--- src/rtl/branch_target_buffer_if.sv ---
// Fetch/execute side bus of the branch target buffer.
// Master drives lookups and resolutions; slave returns predictions.
interface branch_target_buffer_if #(
  parameter int STAT_W = 16
);
  logic [31:0]       lookup_pc;
  logic              predict_hit;
  logic              predict_taken;
  logic [31:0]       predict_next_pc;
  logic              update_en;
  logic [31:0]       update_pc;
  logic              update_taken;
  logic [31:0]       update_target;
  logic              update_mispredict;
  logic              clear;
  logic [STAT_W-1:0] mispredict_cnt;

  modport master (
    output lookup_pc,
    output update_en,
    output update_pc,
    output update_taken,
    output update_target,
    output update_mispredict,
    output clear,
    input  predict_hit,
    input  predict_taken,
    input  predict_next_pc,
    input  mispredict_cnt
  );

  modport slave (
    input  lookup_pc,
    input  update_en,
    input  update_pc,
    input  update_taken,
    input  update_target,
    input  update_mispredict,
    input  clear,
    output predict_hit,
    output predict_taken,
    output predict_next_pc,
    output mispredict_cnt
  );
endinterface

--- src/rtl/branch_target_buffer.sv ---
// Direct-mapped BTB with saturating direction counters.
// Zero-latency lookup, trained from execute-stage resolutions.
module branch_target_buffer #(
  parameter int ENTRIES = 16,
  parameter int CTR_W   = 2,
  parameter int STAT_W  = 16
) (
  input  logic CLK,
  input  logic nRST,
  branch_target_buffer_if.slave bus
);
  localparam int IDX_W = $clog2(ENTRIES);
  localparam int TAG_W = 32 - IDX_W - 2;
  localparam logic [CTR_W-1:0] WT =
    CTR_W'(1) << (CTR_W - 1);
  localparam logic [CTR_W-1:0] WNT = WT - 1'b1;
  localparam logic [CTR_W-1:0] CMAX = '1;

  logic             valid_q [ENTRIES];
  logic             valid_d [ENTRIES];
  logic [TAG_W-1:0] tag_q   [ENTRIES];
  logic [TAG_W-1:0] tag_d   [ENTRIES];
  logic [31:0]      tgt_q   [ENTRIES];
  logic [31:0]      tgt_d   [ENTRIES];
  logic [CTR_W-1:0] ctr_q   [ENTRIES];
  logic [CTR_W-1:0] ctr_d   [ENTRIES];
  logic [STAT_W-1:0] cnt_q;
  logic [STAT_W-1:0] cnt_d;

  logic [IDX_W-1:0] lu_idx;
  logic [TAG_W-1:0] lu_tag;
  logic [IDX_W-1:0] up_idx;
  logic [TAG_W-1:0] up_tag;
  logic             lu_hit;
  logic             up_hit;
  logic [3:0]       unused_pc_bits;

  assign lu_idx = bus.lookup_pc[IDX_W+1:2];
  assign lu_tag = bus.lookup_pc[31:IDX_W+2];
  assign up_idx = bus.update_pc[IDX_W+1:2];
  assign up_tag = bus.update_pc[31:IDX_W+2];
  assign unused_pc_bits =
    {bus.lookup_pc[1:0], bus.update_pc[1:0]};

  assign lu_hit = valid_q[lu_idx] &&
                  (tag_q[lu_idx] == lu_tag);
  assign up_hit = valid_q[up_idx] &&
                  (tag_q[up_idx] == up_tag);

  assign bus.predict_hit   = lu_hit;
  assign bus.predict_taken = lu_hit &&
                             ctr_q[lu_idx][CTR_W-1];
  assign bus.predict_next_pc =
    bus.predict_taken ? tgt_q[lu_idx]
                      : bus.lookup_pc + 32'd4;
  assign bus.mispredict_cnt = cnt_q;

  // Training, allocation, clear and statistics next state.
  always_comb begin
    valid_d = valid_q;
    tag_d   = tag_q;
    tgt_d   = tgt_q;
    ctr_d   = ctr_q;
    cnt_d   = cnt_q;
    if (bus.clear) begin
      for (int i = 0; i < ENTRIES; i++) begin
        valid_d[i] = 1'b0;
        ctr_d[i]   = WNT;
      end
      cnt_d = '0;
    end else if (bus.update_en) begin
      if (up_hit) begin
        if (bus.update_taken) begin
          if (ctr_q[up_idx] != CMAX)
            ctr_d[up_idx] = ctr_q[up_idx] + 1'b1;
          tgt_d[up_idx] = bus.update_target;
        end else if (ctr_q[up_idx] != '0) begin
          ctr_d[up_idx] = ctr_q[up_idx] - 1'b1;
        end
      end else if (bus.update_taken) begin
        valid_d[up_idx] = 1'b1;
        tag_d[up_idx]   = up_tag;
        tgt_d[up_idx]   = bus.update_target;
        ctr_d[up_idx]   = WT;
      end
      if (bus.update_mispredict && cnt_q != '1)
        cnt_d = cnt_q + 1'b1;
    end
  end

  // Entry and statistics registers, async cleared.
  always_ff @(posedge CLK or negedge nRST) begin
    if (!nRST) begin
      for (int i = 0; i < ENTRIES; i++) begin
        valid_q[i] <= 1'b0;
        tag_q[i]   <= '0;
        tgt_q[i]   <= '0;
        ctr_q[i]   <= WNT;
      end
      cnt_q <= '0;
    end else begin
      valid_q <= valid_d;
      tag_q   <= tag_d;
      tgt_q   <= tgt_d;
      ctr_q   <= ctr_d;
      cnt_q   <= cnt_d;
    end
  end
endmodule
--- src/flat_wrapper.sv ---
// flat-port wrapper written by rule: the top's interface ports become plain ports
module branch_target_buffer_flat 
#(
  parameter int ENTRIES = 16,
  parameter int CTR_W   = 2,
  parameter int STAT_W  = 16
)
  (CLK, nRST, bus_lookup_pc, bus_update_en, bus_update_pc, bus_update_taken, bus_update_target, bus_update_mispredict, bus_clear, bus_predict_hit, bus_predict_taken, bus_predict_next_pc, bus_mispredict_cnt);
  branch_target_buffer_if #(.STAT_W(STAT_W)) bus_i ();
  input  logic CLK;
  input  logic nRST;
  input wire logic [$bits(bus_i.lookup_pc)-1:0] bus_lookup_pc;
  input wire logic [$bits(bus_i.update_en)-1:0] bus_update_en;
  input wire logic [$bits(bus_i.update_pc)-1:0] bus_update_pc;
  input wire logic [$bits(bus_i.update_taken)-1:0] bus_update_taken;
  input wire logic [$bits(bus_i.update_target)-1:0] bus_update_target;
  input wire logic [$bits(bus_i.update_mispredict)-1:0] bus_update_mispredict;
  input wire logic [$bits(bus_i.clear)-1:0] bus_clear;
  output wire logic [$bits(bus_i.predict_hit)-1:0] bus_predict_hit;
  output wire logic [$bits(bus_i.predict_taken)-1:0] bus_predict_taken;
  output wire logic [$bits(bus_i.predict_next_pc)-1:0] bus_predict_next_pc;
  output wire logic [$bits(bus_i.mispredict_cnt)-1:0] bus_mispredict_cnt;
  assign bus_i.lookup_pc = bus_lookup_pc;
  assign bus_i.update_en = bus_update_en;
  assign bus_i.update_pc = bus_update_pc;
  assign bus_i.update_taken = bus_update_taken;
  assign bus_i.update_target = bus_update_target;
  assign bus_i.update_mispredict = bus_update_mispredict;
  assign bus_i.clear = bus_clear;
  assign bus_predict_hit = bus_i.predict_hit;
  assign bus_predict_taken = bus_i.predict_taken;
  assign bus_predict_next_pc = bus_i.predict_next_pc;
  assign bus_mispredict_cnt = bus_i.mispredict_cnt;
  branch_target_buffer #(.ENTRIES(ENTRIES), .CTR_W(CTR_W), .STAT_W(STAT_W)) u_core (.CLK(CLK), .nRST(nRST), .bus(bus_i));
endmodule
--- config.mk ---
export PLATFORM = sky130hd
export DESIGN_NAME = branch_target_buffer_flat
export DESIGN_NICKNAME = d
export VERILOG_FILES = /design/src/rtl/branch_target_buffer_if.sv /design/src/rtl/branch_target_buffer.sv /design/src/flat_wrapper.sv
export SDC_FILE = /design/constraint.sdc
export NUM_CORES = 2
export LEC_CHECK = 0
export CORE_ASPECT_RATIO = 1.2
export CORE_MARGIN = 1.5
export CORE_UTILIZATION = 55
export CTS_CLUSTER_DIAMETER = 40
export DETAILED_ROUTE_END_ITERATION = 8
export PLACE_DENSITY_LB_ADDON = 0.3
export REMOVE_ABC_BUFFERS = 1
export SYNTH_ARGS = -nofsm -noshare
export SYNTH_HDL_FRONTEND = slang
export SYNTH_SLANG_ARGS = --single-unit
export TNS_END_PERCENT = 50
--- constraint.sdc ---
create_clock -name CLK -period 14.4 [get_ports CLK]
set_input_delay 2.88 -clock CLK [delete_from_list [all_inputs] [get_ports CLK]]
set_output_delay 2.88 -clock CLK [all_outputs]
set_load 0.1 [all_outputs]
==> metrics.md <==
| Metric | Value |
|---|---|
| Status | `finished clean` |
| Placer Congestion | `around 0.94` |
| PortBufs | `149` |
| Critical path launch point type | `primary input` |
| Seq cells post-synth | `between 900 and 1000` |
| Core Region | `92200 um2` |
| Top-area cell type share of the netlist area | `0.477` |
| Pre-CTS setup slack | `~2.8 ns` |
| P_int | `between 5 and 6 mW` |
| Util after Layout | `0.631` |
| Hold path start | `u_core.tgt_q[35]` |
| Final net count | `3461` |
| Vias in the first global route | `around 34000` |
| Nature of the critical path endpoint | `output port` |
| ANT nets after route | `0` |
| Min Tclk post-route | `~12 ns` |
| Die area | `around 95000 um2` |
| Total wire length | `143 mm` |
| Post-CTS setup buffers | `0` |
| Row Count | `122` |
| Switching pwr | `2.10 mW` |
| Inst Count DP | `between 4000 and 5000` |
| HPWL after DPL | `85.1 mm` |
| Chip width | `282 um` |
| First-pass GRT wire length | `around 220 mm` |
| Ports | `152` |
| DRT Pass-1 Iters | `8` |
| Power, Total | `between 8 and 9 mW` |
| Yosys top cell by area | `dfrtp_1` |
| Reg power frac | `0.419` |
| Post-CTS Resized | `0` |
| Cell Area, Synth | `between 50000 and 60000 um2` |
| Via density | `~6.7` |
| Clk Latency, worst-skew pair | `~0.75 ns` |
| Most frequent cells in the layout | `dfrtp_1 (976), mux2_2 (759), mux4_2 (376)` |
| Post-route DRC violation count | `0` |
| GRT overflow | `0` |
| Main flop type after synthesis | `dfrtp_1` |
| R2R Path End | `u_core.tag_q[106]` |
| R2R Path Start | `u_core.tag_q[114]` |
| Final TNS setup | `0 ns` |
| CP arrival | `8.72 ns` |
| H-tree depth | `4` |
| Clock Tree Buf Depth | `3` |
| Synthesized area per cell | `about 16 um2` |
| Clock group share of total power | `0.435` |
| Period Utilization, post-route | `0.805` |
| Vias | `roughly 31000` |
| Share of cells above drive strength 1 | `0.476` |
| Relative slew slack | `0.0661` |
| Synth unique cells | `67` |
| Total Routing Usage GR | `0.309` |
| Fin cells | `about 4700` |
| CP required | `about 12 ns` |
| R2R setup slack | `~9.5 ns` |
| Top cells by area, synth | `dfrtp_1 (48%), mux2_2 (17%), mux4_2 (17%)` |
| TritonCTS buffer count | `about 130` |
| LEAKAGE | `between 20 and 30 nW` |
| Clock Sinks | `slightly below 1000` |
| Seq/Total Area, Yosys | `0.485` |
| Root Driver | `clkbuf_16` |
| P&R area growth vs syn | `13.6%` |
| Placed inst area | `roughly 53000 um2` |
| Actual slew at the worst max-slew pin | `approximately 1.4 ns` |
| Synth warn | `0` |
| Hold WS | `0.498 ns` |
| Initial core utilization | `0.555` |
| Pwr Density | `around 140 nW/um2` |
| TritonCTS clock tree | `built` |
| Final setup fails | `0` |
| Number of synthesized flops with an enable pin | `0` |
| Worst Slack Setup Final | `2.80 ns` |
| Setup crit end | `bus_predict_next_pc[25]` |
| Max Cap Viol | `0` |
| Combinational cell fraction of total power | `0.147` |
| Post-synth ARST share | `1.00` |
| Worst ir drop on vdd | `roughly 0.11 mV` |
| Critical path fanouts, max | `58` |
| HP Class | `flop to flop` |
| Commonest non-fill, non-tap cell in the layout | `dfrtp_1` |
| Highest clock rate | `approximately 86 MHz` |
| R2R cell count | `9` |
| Clock-pin slew on the worst setup and hold paths | `0.05 ns` |
| Clock Skew | `around 0.021 ns` |
| Crit path kind | `primary input to output port` |
| Switching Share | `0.261` |
| CTS Hold Bufs | `0` |
| Initial antenna violation count | `9` |
| Die H | `337 um` |
| Origin of the worst setup path | `bus_lookup_pc[2]` |
| Design area | `between 50000 and 60000 um2` |
| Initial DRC count | `around 2800` |
| Final Max Slew Viols | `0` |
| Hold Vio Cnt, Final | `0` |
| Largest net degree at the start of global routing | `just over 200` |
| Wire per inst | `30.4 um` |
| RSZ-0062 raised after global routing | `no` |
| Post-Synthesis Cells | `roughly 3300` |
## cells in the mapped netlist, types with 3 or more instances
cell type / count
dfrtp_1: 976
mux2_2: 759
mux4_2: 376
mux2_4: 152
clkbuf_1: 136
mux2i_1: 120
nor2_1: 80
xnor2_1: 69
mux2_1: 61
buf_2: 53
nand2_1: 53
buf_1: 52
buf_6: 35
xor2_1: 31
nand3_1: 28
a21oi_1: 25
o211ai_1: 20
inv_1: 19
nor2b_1: 19
a211oi_1: 18
a21o_1: 18
buf_4: 17
and3_1: 16
dfstp_2: 16
o21ai_0: 16
nor3_4: 15
a22oi_1: 14
o22ai_1: 11
nand4_1: 9
a221oi_1: 7
and2_1: 7
and4_1: 7
a41oi_1: 6
nor4_1: 5
or3_1: 5
ha_1: 4
or4_1: 4
nor3_1: 3
o32ai_1: 3
## per-layer routing
metal	vias up	routed length, um	global-route usage
li1	12630	-	-
met1	17040	56900	0.413
met2	1432	69800	0.500
met3	344	10200	0.0607
met4	14	5720	0.124
met5	-	92	0
## power groups by stage
stage / Combinational (mW) / Clock (mW) / Sequential (mW)
after CTS: 1.18 / 3.53 / 3.36
after floorplan: 0.792 / 0 / 3.32
after detailed placement: 1.17 / 0 / 3.40
after global placement: 1.13 / 0 / 3.36
after global routing: 1.25 / 3.65 / 3.41
final: 1.18 / 3.50 / 3.37
## logic make-up after synthesis
group | count (synthesis) | share of synthesized area
XOR/XNOR | 100 | 0.0171
multiplexers | 1468 | 0.414
buffers and inverters | 316 | 0.0315
AO/OA/AOI/OAI | 157 | 0.0222
adder cells (fa/ha/maj) | 4 | 0.000977
flip-flops | 992 | 0.485
AND/OR/NAND/NOR | 265 | 0.0293
## worst max-delay path, stage by stage
cell	delay [ns]
buf_8	0.51
buf_4	0.56
mux4_2	0.56
nor2b_1	0.14
a211oi_1	0.27
a21oi_1	0.18
xnor2_1	0.29
nand2_1	0.07
or4_1	0.53
nor4_4	0.30
buf_4	0.61
mux2_1	0.44
clkdlybuf4s50_1	1.21
## state kept, by name, indices dropped and copies added (netlist names)
| register | cells |
|---|---|
| u_core.bus.mispredict_cnt | 16 |
| u_core.tag_q | 416 |
| u_core.ctr_q | 32 |
| u_core.valid_q | 16 |
| u_core.tgt_q | 512 |
## worst min-delay path by stage
stage	end	slack [ns]	cells past startpoint
2_1_floorplan	u_core.valid_q[1]	0.46	1
3_3_place_gp	u_core.valid_q[4]	0.47	1
3_5_place_dp	u_core.tgt_q[443]	0.49	1
4_1_cts	u_core.valid_q[4]	0.50	1
5_1_grt	u_core.tgt_q[290]	0.51	1
6_report	u_core.tgt_q[35]	0.50	1
## cell type report
| cell class | instances | area, um2 |
|---|---|---|
| flip-flops and latches | 992 | 24800 |
| clock buffers | 168 | 3750 |
| repair buffers | 212 | 2040 |
| fillers | 6552 | 34100 |
| multi-input cells | 1994 | 24900 |
| diodes | 1 | 2.50 |
| inverters | 21 | 78.8 |
| well taps | 1240 | 1550 |
| clock inverters | 75 | 1010 |
No activity file was read; power rests on OpenSTA's default activity.
